**src/rtl/sub_rgb_sched.sv**
```systemverilog
// rtl/sub_rgb_sched.sv - two-source scheduler sharing one sub_RGB unit
// A tag pipeline mirrors the unit so each result returns with its source id.
module sub_rgb_sched #(
  parameter int LAT = 3
) (
  input  logic       clk,
  input  logic       rst_n,
  input  logic       en,
  input  logic       mode,
  input  logic       req0_valid,
  output logic       req0_ready,
  input  logic [9:0] req0_red,
  input  logic [9:0] req0_green,
  input  logic [9:0] req0_blue,
  input  logic       req1_valid,
  output logic       req1_ready,
  input  logic [9:0] req1_red,
  input  logic [9:0] req1_green,
  input  logic [9:0] req1_blue,
  output logic       sub_ce,
  output logic [9:0] sub_red,
  output logic [9:0] sub_green,
  output logic [9:0] sub_blue,
  input  logic [9:0] sub_value,
  input  logic [1:0] sub_index,
  output logic       res_valid,
  input  logic       res_ready,
  output logic [9:0] res_value,
  output logic [1:0] res_index,
  output logic       res_src,
  output logic       busy
);

  logic [LAT-1:0] tag_v_q, tag_v_d;
  logic [LAT-1:0] tag_src_q, tag_src_d;
  logic           last_q, last_d;
  logic           stall, elig0, elig1, win0, win1;

  assign res_valid = tag_v_q[LAT-1];
  assign res_src   = tag_src_q[LAT-1];
  assign res_value = sub_value;
  assign res_index = sub_index;
  assign busy      = |tag_v_q;

  // Only a real result can stall; a bubble at the output never blocks the unit.
  assign stall  = res_valid & ~res_ready;
  assign sub_ce = rst_n & ~stall;

  assign elig0 = req0_valid & en & sub_ce;
  assign elig1 = req1_valid & en & sub_ce;

  always_comb begin
    win0 = 1'b0;
    win1 = 1'b0;
    if (mode) begin
      win0 = elig0;
      win1 = elig1 & ~elig0;
    end else if (elig0 && elig1) begin
      win0 = last_q;
      win1 = ~last_q;
    end else begin
      win0 = elig0;
      win1 = elig1;
    end
  end

  assign req0_ready = win0;
  assign req1_ready = win1;

  always_comb begin
    sub_red   = 10'd0;
    sub_green = 10'd0;
    sub_blue  = 10'd0;
    if (win0) begin
      sub_red   = req0_red;
      sub_green = req0_green;
      sub_blue  = req0_blue;
    end else if (win1) begin
      sub_red   = req1_red;
      sub_green = req1_green;
      sub_blue  = req1_blue;
    end
  end

  always_comb begin
    tag_v_d   = tag_v_q;
    tag_src_d = tag_src_q;
    last_d    = last_q;
    if (sub_ce) begin
      tag_v_d[0]   = win0 | win1;
      tag_src_d[0] = win1;
      for (int k = 1; k < LAT; k++) begin
        tag_v_d[k]   = tag_v_q[k-1];
        tag_src_d[k] = tag_src_q[k-1];
      end
      if (win0 || win1) last_d = win1;
    end
  end

  // last resets to 1 so source 0 takes the first contested cycle.
  always_ff @(posedge clk or negedge rst_n) begin
    if (!rst_n) begin
      tag_v_q   <= '0;
      tag_src_q <= '0;
      last_q    <= 1'b1;
    end else begin
      tag_v_q   <= tag_v_d;
      tag_src_q <= tag_src_d;
      last_q    <= last_d;
    end
  end

endmodule
```
**config.mk**
```make
export PLATFORM = sky130hd
export DESIGN_NAME = sub_rgb_sched
export DESIGN_NICKNAME = d
export VERILOG_FILES = /design/src/rtl/sub_rgb_sched.sv
export SDC_FILE = /design/constraint.sdc
export NUM_CORES = 1
export LEC_CHECK = 0
export ABC_AREA = 1
export CAP_MARGIN = 20
export CORE_AREA = 2 2 48 50
export CTS_BUF_LIST = sky130_fd_sc_hd__clkbuf_4 sky130_fd_sc_hd__clkbuf_8 sky130_fd_sc_hd__clkbuf_16
export CTS_CLUSTER_SIZE = 24
export DETAILED_ROUTE_END_ITERATION = 10
export DIE_AREA = 0 0 50 52
export DONT_BUFFER_PORTS = 1
export PLACE_DENSITY = 0.71
export SYNTH_ARGS = -nofsm -noshare
export SYNTH_HDL_FRONTEND = slang
export SYNTH_SLANG_ARGS = --single-unit
```
**constraint.sdc**
```tcl
create_clock -name clk -period 2.1 [get_ports clk]
set_input_delay 0.42 -clock clk [delete_from_list [all_inputs] [get_ports clk]]
set_output_delay 0.42 -clock clk [all_outputs]
set_load 0.1 [all_outputs]
```
[Word-level counts from Yosys, hierarchy flattened]
Cells that the tools add are included.
Word-level totals
  register bits after elaboration: 7
  output and inout bits: 48
  word-level logic and storage cells: 29
Operators by class
  multiplexer cells: 10
  bitwise gates (word level): 12
  reduce and logical (&&, ||, !) cells: 4
Operator list (count)
  2-to-1 mux 10 bit: 6
  bitwise AND 1 bit: 7
  2-to-1 mux 1 bit: 4
  NOT 1 bit: 4
  OR reduction 3 bit: 1
  AND reduction 2 bit: 1
  logical AND 1 bit: 1
  logical OR 1 bit: 1
  OR 1 bit: 1

[Longest topological paths before layout]
Gate-level depths: netlist of the first run.
  depth after elaboration: 10
  depth in mapped cells: 7
  gate-level depth less buffers: 7

[Worst setup path before layout of the first run]
Ideal clock, no wire load.
  path kind: register to output
  start: register tag_v_q[2]
  end: output port req0_ready
  arrival time: 2755 ps
  setup slack: -1075 ps
  stages on the path, launching flop included: 6
  buffers on the path: 0
  cell sequence: dfrtp_1 -> nand2_1 -> nand2_2 -> nor2_2 -> inv_1 -> a21oi_1
Between the ends
  word-level cells in the longest chain between the ends: 7
  elaborated cells between the ends (all ways): 8
  those cells by class: 2 x mux; 5 x bitwise; 1 x reduce/logical
Ends and longest elaborated chain
  start, declared: line 34  | logic [LAT-1:0] tag_v_q, tag_v_d;
  start signal, assigned: line 107  | tag_v_q <= tag_v_d;
  bitwise AND 1 bit (*): line 46  | assign stall = res_valid & ~res_ready;
  NOT 1 bit (*): line 47  | assign sub_ce = rst_n & ~stall;
  bitwise AND 1 bit (*): line 47
  bitwise AND 1 bit (on tied branches): line 49, 50
  logical AND 1 bit: line 58  | end else if (elig0 && elig1) begin
  2-to-1 mux 1 bit: line 58
  2-to-1 mux 1 bit (*): line 55  | if (mode) begin
  end, declared: line 11  | output logic req0_ready,
Mark *: on every way between the ends. The rest lies on a longest branch, timed or not.

[Worst setup path in the final report of the first run]
  start: register tag_v_q[2]
  end: output port sub_green[2]
Between the ends
  word-level cells in the longest chain between the ends: 9
  elaborated cells between the ends (all ways): 14
  those cells by class: 6 x mux; 7 x bitwise; 1 x reduce/logical
Ends and longest elaborated chain
  bitwise AND 1 bit (*): line 46
  NOT 1 bit (*): line 47
  bitwise AND 1 bit (*): line 47
  bitwise AND 1 bit (on tied branches): line 49, 50
  logical AND 1 bit / NOT 1 bit (equally long branches): line 58, 57
  2-to-1 mux 1 bit / bitwise AND 1 bit (equally long branches): line 58, 57
  2-to-1 mux 1 bit: line 55
  2-to-1 mux 10 bit: line 78  | end else if (win1) begin
  2-to-1 mux 10 bit (*): line 74  | if (win0) begin
  end, declared: line 22  | output logic [9:0] sub_green,
Marked as above.

==> results of run 1 <==
[cell families after synthesis]
logic type             count (synthesis)  synth area share (%)
AOI/OAI and AO/OA                      4                  1.86
DFF                                    7                  16.4
and+or+nand+nor                      114                  61.7
buffers and inverters                 32                  20.0
[final cells by class]
| type | count | area [µm²] | share of cell area [%] |
|---|---|---|---|
| tap | 28 | 35.0 | 2.09 |
| multi-input combinational | 118 | 1180 | 70.5 |
| sequential | 7 | 178 | 10.6 |
| inverter | 7 | 30.0 | 1.80 |
| clock buffer | 4 | 30.0 | 1.80 |
| timing repair buffer | 16 | 221 | 13.2 |
[registers in the layout (all words and copies together) (netlist names)]
signal / flops
last_q: 1
tag_v_q: 3
tag_src_q: 3
[worst min path at each step]
stage	endpoint	slack, ps
4_1_cts	last_q	6
6_report	last_q	10
3_3_place_gp	tag_v_q[1]	120
3_5_place_dp	tag_src_q[0]	120
2_1_floorplan	tag_src_q[0]	120
5_1_grt	last_q	6
[per-layer routing]
metal,track usage (%),up-vias,routed length [µm]
li1,-,497,-
met1,26.5,505,1080
met2,47.4,73,1870
met3,6.90,2,296
met4,5.56,0,12
met5,0,-,0
[through the flow]
stage / setup WS [ps] / cells / setup TNS, ps / hold slack (ps) / power, mW
after detailed placement: 123 / 174 / 0 / 125 / 0.889
final: 11.1 / 180 / 0 / 14.6 / 1.08
after global placement: 185 / 174 / 0 / 125 / 0.875
after global routing: -83.4 / 180 / -1200 / 5.62 / 1.13
after floorplan: 39.7 / 157 / 0 / 124 / 0.913
after CTS: 1.87 / 180 / 0 / 6.06 / 1.09
[repair_timing]
item,CTS,global route
cloned,1,0
pin swaps,2,8
setup endpoints to repair,28,32
endpoints found under the hold margin,6,0
gates resized for setup,29,6
hold buffers,1,0
[worst reg2reg max path, stage by stage (launching register included)]
cell and delay, ps:
sky130_fd_sc_hd__dfstp_2 540, sky130_fd_sc_hd__nor2_2 60, sky130_fd_sc_hd__or2_4 270, sky130_fd_sc_hd__nand2_1 180, sky130_fd_sc_hd__o21ai_0 120
[cell usage in the layout (no fill, tap or decap)]
master / n
sky130_fd_sc_hd__o21ai_0: 3
sky130_fd_sc_hd__nor2_4: 1
sky130_fd_sc_hd__or2_4: 1
sky130_fd_sc_hd__inv_1: 6
sky130_fd_sc_hd__nor2_1: 1
sky130_fd_sc_hd__nor2_2: 2
sky130_fd_sc_hd__dlygate4sd3_1: 1
sky130_fd_sc_hd__nand3_2: 33
sky130_fd_sc_hd__dfrtp_2: 1
sky130_fd_sc_hd__buf_4: 6
sky130_fd_sc_hd__clkbuf_4: 4
sky130_fd_sc_hd__clkinvlp_4: 1
sky130_fd_sc_hd__nand2_1: 17
sky130_fd_sc_hd__a21oi_4: 1
sky130_fd_sc_hd__bufbuf_16: 1
sky130_fd_sc_hd__buf_6: 3
sky130_fd_sc_hd__dfrtp_1: 5
sky130_fd_sc_hd__buf_12: 5
sky130_fd_sc_hd__nand2_8: 26
sky130_fd_sc_hd__nand3_1: 28
sky130_fd_sc_hd__nand2_4: 5
sky130_fd_sc_hd__dfstp_2: 1
[power groups by stage]
stage	sequential (mW)	clock (mW)	combinational, mW
finish	0.189	0.134	0.762
global placement	0.187	0	0.688
floorplan	0.266	0	0.647
detailed placement	0.189	0	0.700
global route	0.192	0.140	0.794
CTS	0.188	0.139	0.759
==> impl_metrics.csv, run 1 <==
group,metric,value,unit
worst_setup_path,worstPathBufferInverterCount,1,
routing,drcViolationCount,0,
sta,post_route_minimum_period,2090,ps
worst_setup_path,crit-reg2reg-launch,"last_q",
worst_setup_path,endpoint_kind,"primary output",
final_layout,flow.area_growth_from_synthesis,55.5,%
floorplan,die_h,52,µm
worst_setup_path,crit_path_start_kind,"register",
floorplan,design.die.area,2600,µm²
synthesis,synthTopCellsByArea,"sky130_fd_sc_hd__nand3_2, sky130_fd_sc_hd__nand2_1, sky130_fd_sc_hd__nand3_1",
synthesis,post_synth_instance_area,1080,µm²
placed_design,gp_routability_congestion,0.680,
worst_setup_path,crit_cells,6,
worst_setup_path,crit_path_top_delay_cell,"sky130_fd_sc_hd__dfrtp_2",
global_routing,gr-usage-all-layers,24.7,%
worst_setup_path,rr_endpoint,"tag_src_q[0]",
sta,hold_viol_final,0,
routing,antenna_violating_nets_post_route,0,
synthesis,synth-seq-cells,7,
sta,max_slew.worst_pin.slew,298,ps
clock_tree,post_cts_buffers,0,
synthesis,synth.top_cell.area_share,27.9,%
sta,fin_crit_sh,99.5,%
sta,fmaxAchievable,479,MHz
sta,setup_viol,0,
worst_setup_path,timing.critical_path.to,"sub_green[2]",
routing,wire_per_inst,18.1,µm
worst_setup_path,timing.critical_path.max_delay_family,"simple AND/OR/NAND/NOR gates",
final_layout,final_design_area_no_fill,1670,µm²
clock_tree,cts.sinks,7,
worst_hold_path,hp-class,"primary input to async pin",
routing,detailedRoute.firstIterationViolations,16,
synthesis,seq_area_frac_synth,16.4,%
power,sw_frac_of_total,62.2,%
floorplan,floorplan.initialDensity,51.1,%
final_layout,final_layout_size_suffix_gt1_share,59.9,%
sta,rsz0062_at_grt,"yes",
run,drv_cap,0,
final_layout,antenna-diode-count,0,
synthesis,synth_enable_flop_cells,0,
worst_setup_path,worstPathRequired,1680,ps
synthesis,synthDistinctLibCells,16,
worst_setup_path,worstPathCellList,"nand2_1 -> nand2_4 -> nor2_4 -> bufbuf_16 -> nand3_2 -> nand2_8",
synthesis,synth_fp_nets,236,
global_routing,overflow,0,
floorplan,io_pins,127,
power,power.net_switching,0.675,mW
floorplan,core_area,2110,µm²
routing,wirelength,3250,µm
synthesis,post-synth-top-area-cell,"sky130_fd_sc_hd__nand3_2",
worst_setup_path,critical_path.max_fanout,13,
global_routing,first_global_vias,1048,
synthesis,post_synth_most_frequent_cells,"sky130_fd_sc_hd__nand2_1, sky130_fd_sc_hd__nand3_1, sky130_fd_sc_hd__nand3_2, sky130_fd_sc_hd__buf_4, sky130_fd_sc_hd__inv_1",
power,power_per_cell_area,648,nW/µm²
placed_design,place.port_buffers,0,
floorplan,die_width,50,µm
synthesis,async_flop_share,100,%
clock_tree,tritoncts,"done",
power,max-vdd-ir-drop,729,µV
global_routing,grt_pass1_wl,4950,µm
sta,pins_over_slew_limit,0,
worst_setup_path,r2r.worst_path.cells,4,
clock_tree,clk_pin_slew,50,ps
floorplan,std_cell_rows,17,
clock_tree,cts-root-to-sink-buffers,2,
final_layout,fillers,133,
worst_setup_path,worst_ep_arrival_time,1670,ps
worst_setup_path,timing.critical_path.from,"tag_v_q[2]",
power,power_frac_clock,12.4,%
clock_tree,cts-buffers-inserted,3,
power,power_share_of_the_combinational_group,70.2,%
routing,routed_via_density,5.98,
sta,worst_slew_margin_rel,80.1,%
clock_tree,later_pin_clock_latency_in_the_skew_report,240,ps
synthesis,yosysWarnings,0,
clock_tree,clockRootBuffer,"sky130_fd_sc_hd__clkbuf_4",
worst_setup_path,timing.setup.critical_path_class,"register to primary output",
power,static-leakage-power,0.629,nW
routing,firstDrtPassIters,4,
synthesis,post_synth_inst_count,157,
synthesis,post_synth.cell_area_avg,6.85,µm²
placed_design,hpwl,2380,µm
synthesis,yosys_most_used_dff,"sky130_fd_sc_hd__dfrtp_1",
power,p_int,0.410,mW
run_status,run_status,"finished clean",
worst_setup_path,rrSetupSlack,800,ps
worst_setup_path,slowest_stage_delay_on_critical_path,400,ps
power,power.sequential.fraction,17.4,%
placed_design,placed_area,1340,µm²
global_routing,grt_antenna_before_repair,0,
clock_tree,htree_levels,1,
final_layout,postLayoutCoreUtil,79.4,%
sta,finalClockSkew,0.622,ps
final_layout,fin_nets,232,
synthesis,cell_with_the_most_instances_after_synthesis,"sky130_fd_sc_hd__nand2_1",
global_routing,pin_count_of_the_biggest_net_entering_global_routing,28,
routing,vias,1077,
No activity file was read; power rests on OpenSTA's default activity.
==> inputs of run 2 (changes only) <==
==> config.mk (replaced) <==
export PLATFORM = sky130hd
export DESIGN_NAME = sub_rgb_sched
export DESIGN_NICKNAME = d
export VERILOG_FILES = /design/src/rtl/sub_rgb_sched.sv
export SDC_FILE = /design/constraint.sdc
export NUM_CORES = 1
export LEC_CHECK = 0
export CAP_MARGIN = 20
export CORE_AREA = 2 2 49 51
export CTS_BUF_LIST = sky130_fd_sc_hd__clkbuf_4 sky130_fd_sc_hd__clkbuf_8 sky130_fd_sc_hd__clkbuf_16
export CTS_CLUSTER_SIZE = 24
export DETAILED_ROUTE_END_ITERATION = 10
export DIE_AREA = 0 0 51 53
export DONT_BUFFER_PORTS = 1
export SYNTH_ARGS = -nofsm -noshare
export SYNTH_HDL_FRONTEND = slang
export SYNTH_SLANG_ARGS = --single-unit
==> impl_metrics.csv, run 2 <==
group,metric,value,unit
sta,worst_slew_margin_rel,40.4,%
floorplan,design.die.area,2700,µm²
global_routing,gr-usage-all-layers,15.4,%
global_routing,pin_count_of_the_biggest_net_entering_global_routing,15,
sta,finalClockSkew,2.07,ps
clock_tree,later_pin_clock_latency_in_the_skew_report,240,ps
routing,detailedRoute.firstIterationViolations,4,
run_status,run_status,"complete, but fails checks",
global_routing,grt_util_met3,5.08,%
power,max-vdd-ir-drop,690,µV
synthesis,seq_area_frac_synth,23.0,%
sta,pins_over_slew_limit,0,
synthesis,async_flop_share,100,%
run_status,failing_checks,"setup timing",
synthesis,synth_enable_flop_cells,0,
worst_setup_path,worstPathRequired,1680,ps
run,drv_cap,0,
synthesis,synth-seq-cells,7,
final_layout,reg_top3,"tag_src_q x3, tag_v_q x3, last_q x1",
synthesis,synth_fp_nets,156,
sta,hold_viol_final,0,
worst_setup_path,critical_path.max_fanout,9,
synthesis,yosysWarnings,0,
global_routing,use_met2,26.8,%
final_layout,layout_common_cells,"sky130_fd_sc_hd__a22o_4, sky130_fd_sc_hd__buf_4, sky130_fd_sc_hd__dfrtp_1",
routing,routed_via_density,6.09,
clock_tree,cts-buffers-inserted,3,
global_routing,first_global_vias,641,
floorplan,std_cell_rows,17,
global_routing,overflow,0,
routing,wire_per_inst,21.7,µm
sta,post_route_minimum_period,2260,ps
clock_tree,clockRootBuffer,"sky130_fd_sc_hd__clkbuf_4",
synthesis,synthTopCellsByArea,"sky130_fd_sc_hd__a22o_1, sky130_fd_sc_hd__dfrtp_1, sky130_fd_sc_hd__buf_4",
global_routing,grt_pass1_wl,3090,µm
floorplan,floorplan.initialDensity,35.8,%
worst_setup_path,r2r.worst_path.cells,4,
final_layout,final_layout_size_suffix_gt1_share,76.9,%
floorplan,die_width,51,µm
floorplan,die_h,53,µm
worst_setup_path,endpoint_kind,"primary output",
power,power_per_cell_area,985,nW/µm²
sta,rsz0062_at_grt,"yes",
worst_setup_path,worst_ep_arrival_time,1840,ps
floorplan,core_area,2150,µm²
clock_tree,cts.sinks,7,
sta,setup_viol,31,
sta,fmaxAchievable,442,MHz
final_layout,final_design_area_no_fill,1190,µm²
floorplan,io_pins,127,
routing,antenna_violating_nets_post_route,0,
worst_hold_path,hp-class,"primary input to register",
synthesis,post_synth_instance_area,768,µm²
placed_design,hpwl,1890,µm
final_layout,fillers,184,
global_routing,grt_antenna_before_repair,0,
routing,wirelength,2300,µm
final_layout,layout.cells.most_common,"sky130_fd_sc_hd__a22o_4",
synthesis,synthDistinctLibCells,18,
placed_design,gp_routability_congestion,0.782,
sta,max_slew.worst_pin.slew,894,ps
sta,postLayoutSetupSlackWorst,-165,ps
final_layout,antenna-diode-count,0,
synthesis,post_synth_most_frequent_cells,"sky130_fd_sc_hd__a22o_1, sky130_fd_sc_hd__buf_4, sky130_fd_sc_hd__dfrtp_1",
placed_design,placed_area,1030,µm²
routing,drcViolationCount,0,
routing,firstDrtPassIters,4,
clock_tree,cts-root-to-sink-buffers,2,
clock_tree,clk_pin_slew,50,ps
worst_hold_path,holdPathStages,2,
placed_design,place.port_buffers,0,
synthesis,post_synth.cell_area_avg,9.98,µm²
routing,vias,646,
synthesis,post-synth-top-area-cell,"sky130_fd_sc_hd__a22o_1",
worst_setup_path,crit_path_start_kind,"register",
power,static-leakage-power,0.573,nW
global_routing,globalRoute.busiestLayer,"met2",
sta,finalSetupTns,-4330,ps
synthesis,synth.top_cell.area_share,34.2,%
synthesis,yosys_most_used_dff,"sky130_fd_sc_hd__dfrtp_1",
clock_tree,htree_levels,1,
synthesis,post_synth_inst_count,77,
sta,fin_crit_sh,108,%
final_layout,fin_nets,158,
synthesis,cell_with_the_most_instances_after_synthesis,"sky130_fd_sc_hd__a22o_1",
clock_tree,tritoncts,"done",
global_routing,met1_usage,17.9,%
final_layout,flow.area_growth_from_synthesis,54.7,%
worst_setup_path,timing.setup.critical_path_class,"register to primary output",
==> run 2: cell types whose count changed after synthesis, moves of 3 or more <==
cell	before	now
sky130_fd_sc_hd__nand2_1	47	2
sky130_fd_sc_hd__nand3_1	31	0
sky130_fd_sc_hd__a22o_1	0	30
sky130_fd_sc_hd__nand3_2	30	0
sky130_fd_sc_hd__inv_1	7	2
sky130_fd_sc_hd__mux2_2	0	4
sky130_fd_sc_hd__buf_6	6	3
sky130_fd_sc_hd__clkbuf_1	3	0
==> run 2: kinds of logic after synthesis <==
logic type      after synthesis  share of synthesized area, %
compound gates               36                          38.8
buf+inv                      21                          19.7
simple gates                  9                          12.7
flops                         7                          23.0
mux                           4                          5.86
==> run 2: timing repair <==
action                     in CTS  in global routing
hold endpoints to repair        6                  7
resized for setup               4                  3
pin swaps                      10                  8
setup endpoints to repair      31                 31
setup buffers                   1                  1
gates cloned                    3                  0
==> run 2: metrics by stage <==
| stage | hold WS, ps | utilization, % | power [mW] | setup WS, ps | cells |
|---|---|---|---|---|---|
| detailed placement | 125 | 48.2 | 1.01 | 38.6 | 96 |
| floorplan | 124 | - | 1.04 | -136 | 77 |
| global route | 323 | 55.3 | 1.22 | -258 | 106 |
| CTS | -139 | 53.8 | 1.17 | -190 | 104 |
| finish | 331 | 55.3 | 1.17 | -165 | 106 |
| global placement | 125 | 48.2 | 1.00 | 84.5 | 96 |
==> run 2: critical path: stages, from the launching register on <==
cell	delay, ps
sky130_fd_sc_hd__dfstp_2	540
sky130_fd_sc_hd__and4bb_2	240
sky130_fd_sc_hd__nor4_4	220
sky130_fd_sc_hd__buf_4	260
sky130_fd_sc_hd__a22o_4	340
==> run 2: layout make-up <==
| cell class | instances | area (µm²) | area share (%) |
|---|---|---|---|
| flip-flops and latches | 7 | 180 | 15.2 |
| clock buffers | 4 | 30.0 | 2.53 |
| inverters | 2 | 11.3 | 0.947 |
| well taps | 28 | 35.0 | 2.95 |
| repair buffers | 16 | 236 | 19.9 |
| multi-input cells | 49 | 696 | 58.5 |
==> run 2: metal layers <==
| metal | part of all wire (%) | routed length [µm] | vias to the layer above |
|---|---|---|---|
| met5 | 0 | 0 | - |
| met4 | 0.44 | 10 | 0 |
| met3 | 9.1 | 208 | 4 |
| met2 | 56 | 1300 | 47 |
| met1 | 34 | 782 | 302 |
| li1 | - | - | 293 |
==> run 2: path summary, 6_finish.rpt <==
kind / slack [ps] / start / to
worst max-delay path: -160 / last_q / sub_blue[5]
worst min-delay path: 330 / en / tag_v_q[0]
worst max register to register: 630 / tag_v_q[2] / tag_v_q[2]
worst min register to register: 470 / tag_src_q[0] / tag_src_q[0]
max in group asynchronous: 1310 / rst_n / last_q
min in group asynchronous: 500 / rst_n / tag_src_q[1]
==> run 2: power breakdown <==
group,internal [mW],switching (mW),total [mW]
Clock,0.0852,0.0459,0.131
Combinational,0.208,0.572,0.780
Sequential,0.185,0.0738,0.259
==> inputs of run 3 (changes only) <==
--- a/config.mk
+++ b/config.mk
@@ -12,6 +12,7 @@
 export DETAILED_ROUTE_END_ITERATION = 10
 export DIE_AREA = 0 0 51 53
 export DONT_BUFFER_PORTS = 1
+export HOLD_SLACK_MARGIN = 0.06
 export SYNTH_ARGS = -nofsm -noshare
 export SYNTH_HDL_FRONTEND = slang
 export SYNTH_SLANG_ARGS = --single-unit
==> impl_metrics.csv, run 3 (same netlist as run 2, synthesis figures left out) <==
group,metric,value,unit
run_status,run_status,"complete, but fails checks",
routing,antenna_violating_nets_post_route,0,
sta,post_route_minimum_period,2260,ps
routing,routed_via_density,6.09,
routing,detailedRoute.firstIterationViolations,4,
placed_design,hpwl,1890,µm
worst_hold_path,worstHoldStart,"en",
worst_setup_path,rrSetupSlack,630,ps
clock_tree,cts-buffers-inserted,3,
clock_tree,cts-root-to-sink-buffers,2,
worst_setup_path,timing.critical_path.to,"sub_blue[5]",
worst_setup_path,timing.critical_path.max_delay_family,"flip-flops",
sta,postLayoutSetupSlackWorst,-165,ps
sta,final_hold_slack,331,ps
floorplan,floorplan.initialDensity,35.8,%
global_routing,grt_antenna_before_repair,0,
sta,fin_crit_sh,108,%
sta,worst_slew_margin_rel,40.4,%
worst_setup_path,r2r.worst_path.cells,4,
sta,hold_viol_final,0,
run,drv_cap,0,
worst_setup_path,crit_cells,4,
run_status,failing_checks,"setup timing",
global_routing,pin_count_of_the_biggest_net_entering_global_routing,15,
final_layout,reg_top3,"tag_src_q x3, tag_v_q x3, last_q x1",
clock_tree,clk_pin_slew,50,ps
worst_setup_path,crit_path_top_delay_cell,"sky130_fd_sc_hd__dfstp_2",
clock_tree,clockRootBuffer,"sky130_fd_sc_hd__clkbuf_4",
routing,firstDrtPassIters,4,
sta,finalSetupTns,-4330,ps
placed_design,gp_routability_congestion,0.782,
worst_setup_path,worstPathRequired,1680,ps
placed_design,place.port_buffers,0,
worst_setup_path,critical_path.max_fanout,9,
worst_setup_path,worstPathBufferInverterCount,1,
sta,pins_over_slew_limit,0,
worst_setup_path,endpoint_kind,"primary output",
floorplan,die_h,53,µm
worst_setup_path,crit_path_start_kind,"register",
clock_tree,htree_levels,1,
clock_tree,tritoncts,"done",
sta,fmaxAchievable,442,MHz
power,max-vdd-ir-drop,690,µV
floorplan,std_cell_rows,17,
final_layout,final_layout_size_suffix_gt1_share,76.9,%
floorplan,design.die.area,2700,µm²
power,power_per_cell_area,985,nW/µm²
clock_tree,cts.sinks,7,
worst_setup_path,slowest_stage_delay_on_critical_path,540,ps
floorplan,core_area,2150,µm²
power,static-leakage-power,0.573,nW
global_routing,overflow,0,
global_routing,first_global_vias,641,
final_layout,layout_common_cells,"sky130_fd_sc_hd__a22o_4, sky130_fd_sc_hd__buf_4, sky130_fd_sc_hd__dfrtp_1",
worst_setup_path,worstPathCellList,"and4bb_2 -> nor4_4 -> buf_4 -> a22o_4",
sta,finalClockSkew,2.07,ps
clock_tree,later_pin_clock_latency_in_the_skew_report,240,ps
floorplan,io_pins,127,
worst_setup_path,rr_endpoint,"tag_v_q[2]",
worst_setup_path,timing.critical_path.from,"last_q",
final_layout,fillers,184,
worst_setup_path,crit-reg2reg-launch,"tag_v_q[2]",
worst_setup_path,worst_ep_arrival_time,1840,ps
routing,wirelength,2300,µm
routing,wire_per_inst,21.7,µm
routing,drcViolationCount,0,
final_layout,layout.cells.most_common,"sky130_fd_sc_hd__a22o_4",
sta,setup_viol,31,
final_layout,fin_nets,158,
global_routing,grt_pass1_wl,3090,µm
sta,max_slew.worst_pin.slew,894,ps
final_layout,flow.area_growth_from_synthesis,54.7,%
global_routing,gr-usage-all-layers,15.4,%
floorplan,die_width,51,µm
routing,vias,646,
worst_hold_path,hp-class,"primary input to register",
sta,rsz0062_at_grt,"yes",
final_layout,antenna-diode-count,0,
worst_setup_path,timing.setup.critical_path_class,"register to primary output",
run 3: cell counts in the layout (fill, tap and decap cells not counted):
No cell type changed its count.
run 3: through the flow:
stage,area [µm²],std cells,power [mW],util (%),setup slack [ps]
2_1_floorplan,1050,77,1.04,-,-136
3_3_place_gp,1030,96,1.00,48.2,84.5
3_5_place_dp,1030,96,1.01,48.2,38.6
4_1_cts,1160,104,1.17,53.8,-190
5_1_grt,1190,106,1.22,55.3,-258
6_report,1190,106,1.17,55.3,-165
run 3: how the worst min path moves through the flow:
stage / end / depth (start not counted)
finish: tag_v_q[0] / 2
global route: tag_v_q[0] / 2
CTS: tag_src_q[1] / 0
detailed placement: tag_src_q[2] / 0
global placement: tag_src_q[2] / 0
floorplan: tag_src_q[0] / 0
run 3: area by class of cell:
cell class                 instances  area, µm²  area share [%]
clock buffer                       4       30.0            2.53
inverter                           2       11.3           0.947
multi-input combinational         49        696            58.5
sequential                         7        180            15.2
tap                               28       35.0            2.95
timing repair buffer              16        236            19.9
run 3: repair_timing:
| item | CTS | global route |
|---|---|---|
| gates resized for setup | 4 | 3 |
| pin swaps | 10 | 8 |
| endpoints found under the setup margin | 31 | 31 |
| cloned | 3 | 0 |
| hold endpoints to repair | 7 | 7 |
| buffers inserted | 1 | 1 |
run 3: worst register-to-register path, delay by kind of cell, from the launching register on:
family	cells	cell delay, ps
simple gates	2	450
buf+inv	1	180
mux	1	330
flops	1	390
run 3: routing by layer:
metal,GRT usage [%],part of all wire [%]
met2,26.8,56
met5,0,0
met3,5.08,9.1
met4,4.05,0.44
met1,17.9,34
run 3: power breakdown:
| part | leakage [nW] | internal, mW | switching [mW] |
|---|---|---|---|
| registers | 0.0870 | 0.185 | 0.0738 |
| clock network | 0.0184 | 0.0852 | 0.0459 |
| logic | 0.467 | 0.208 | 0.572 |
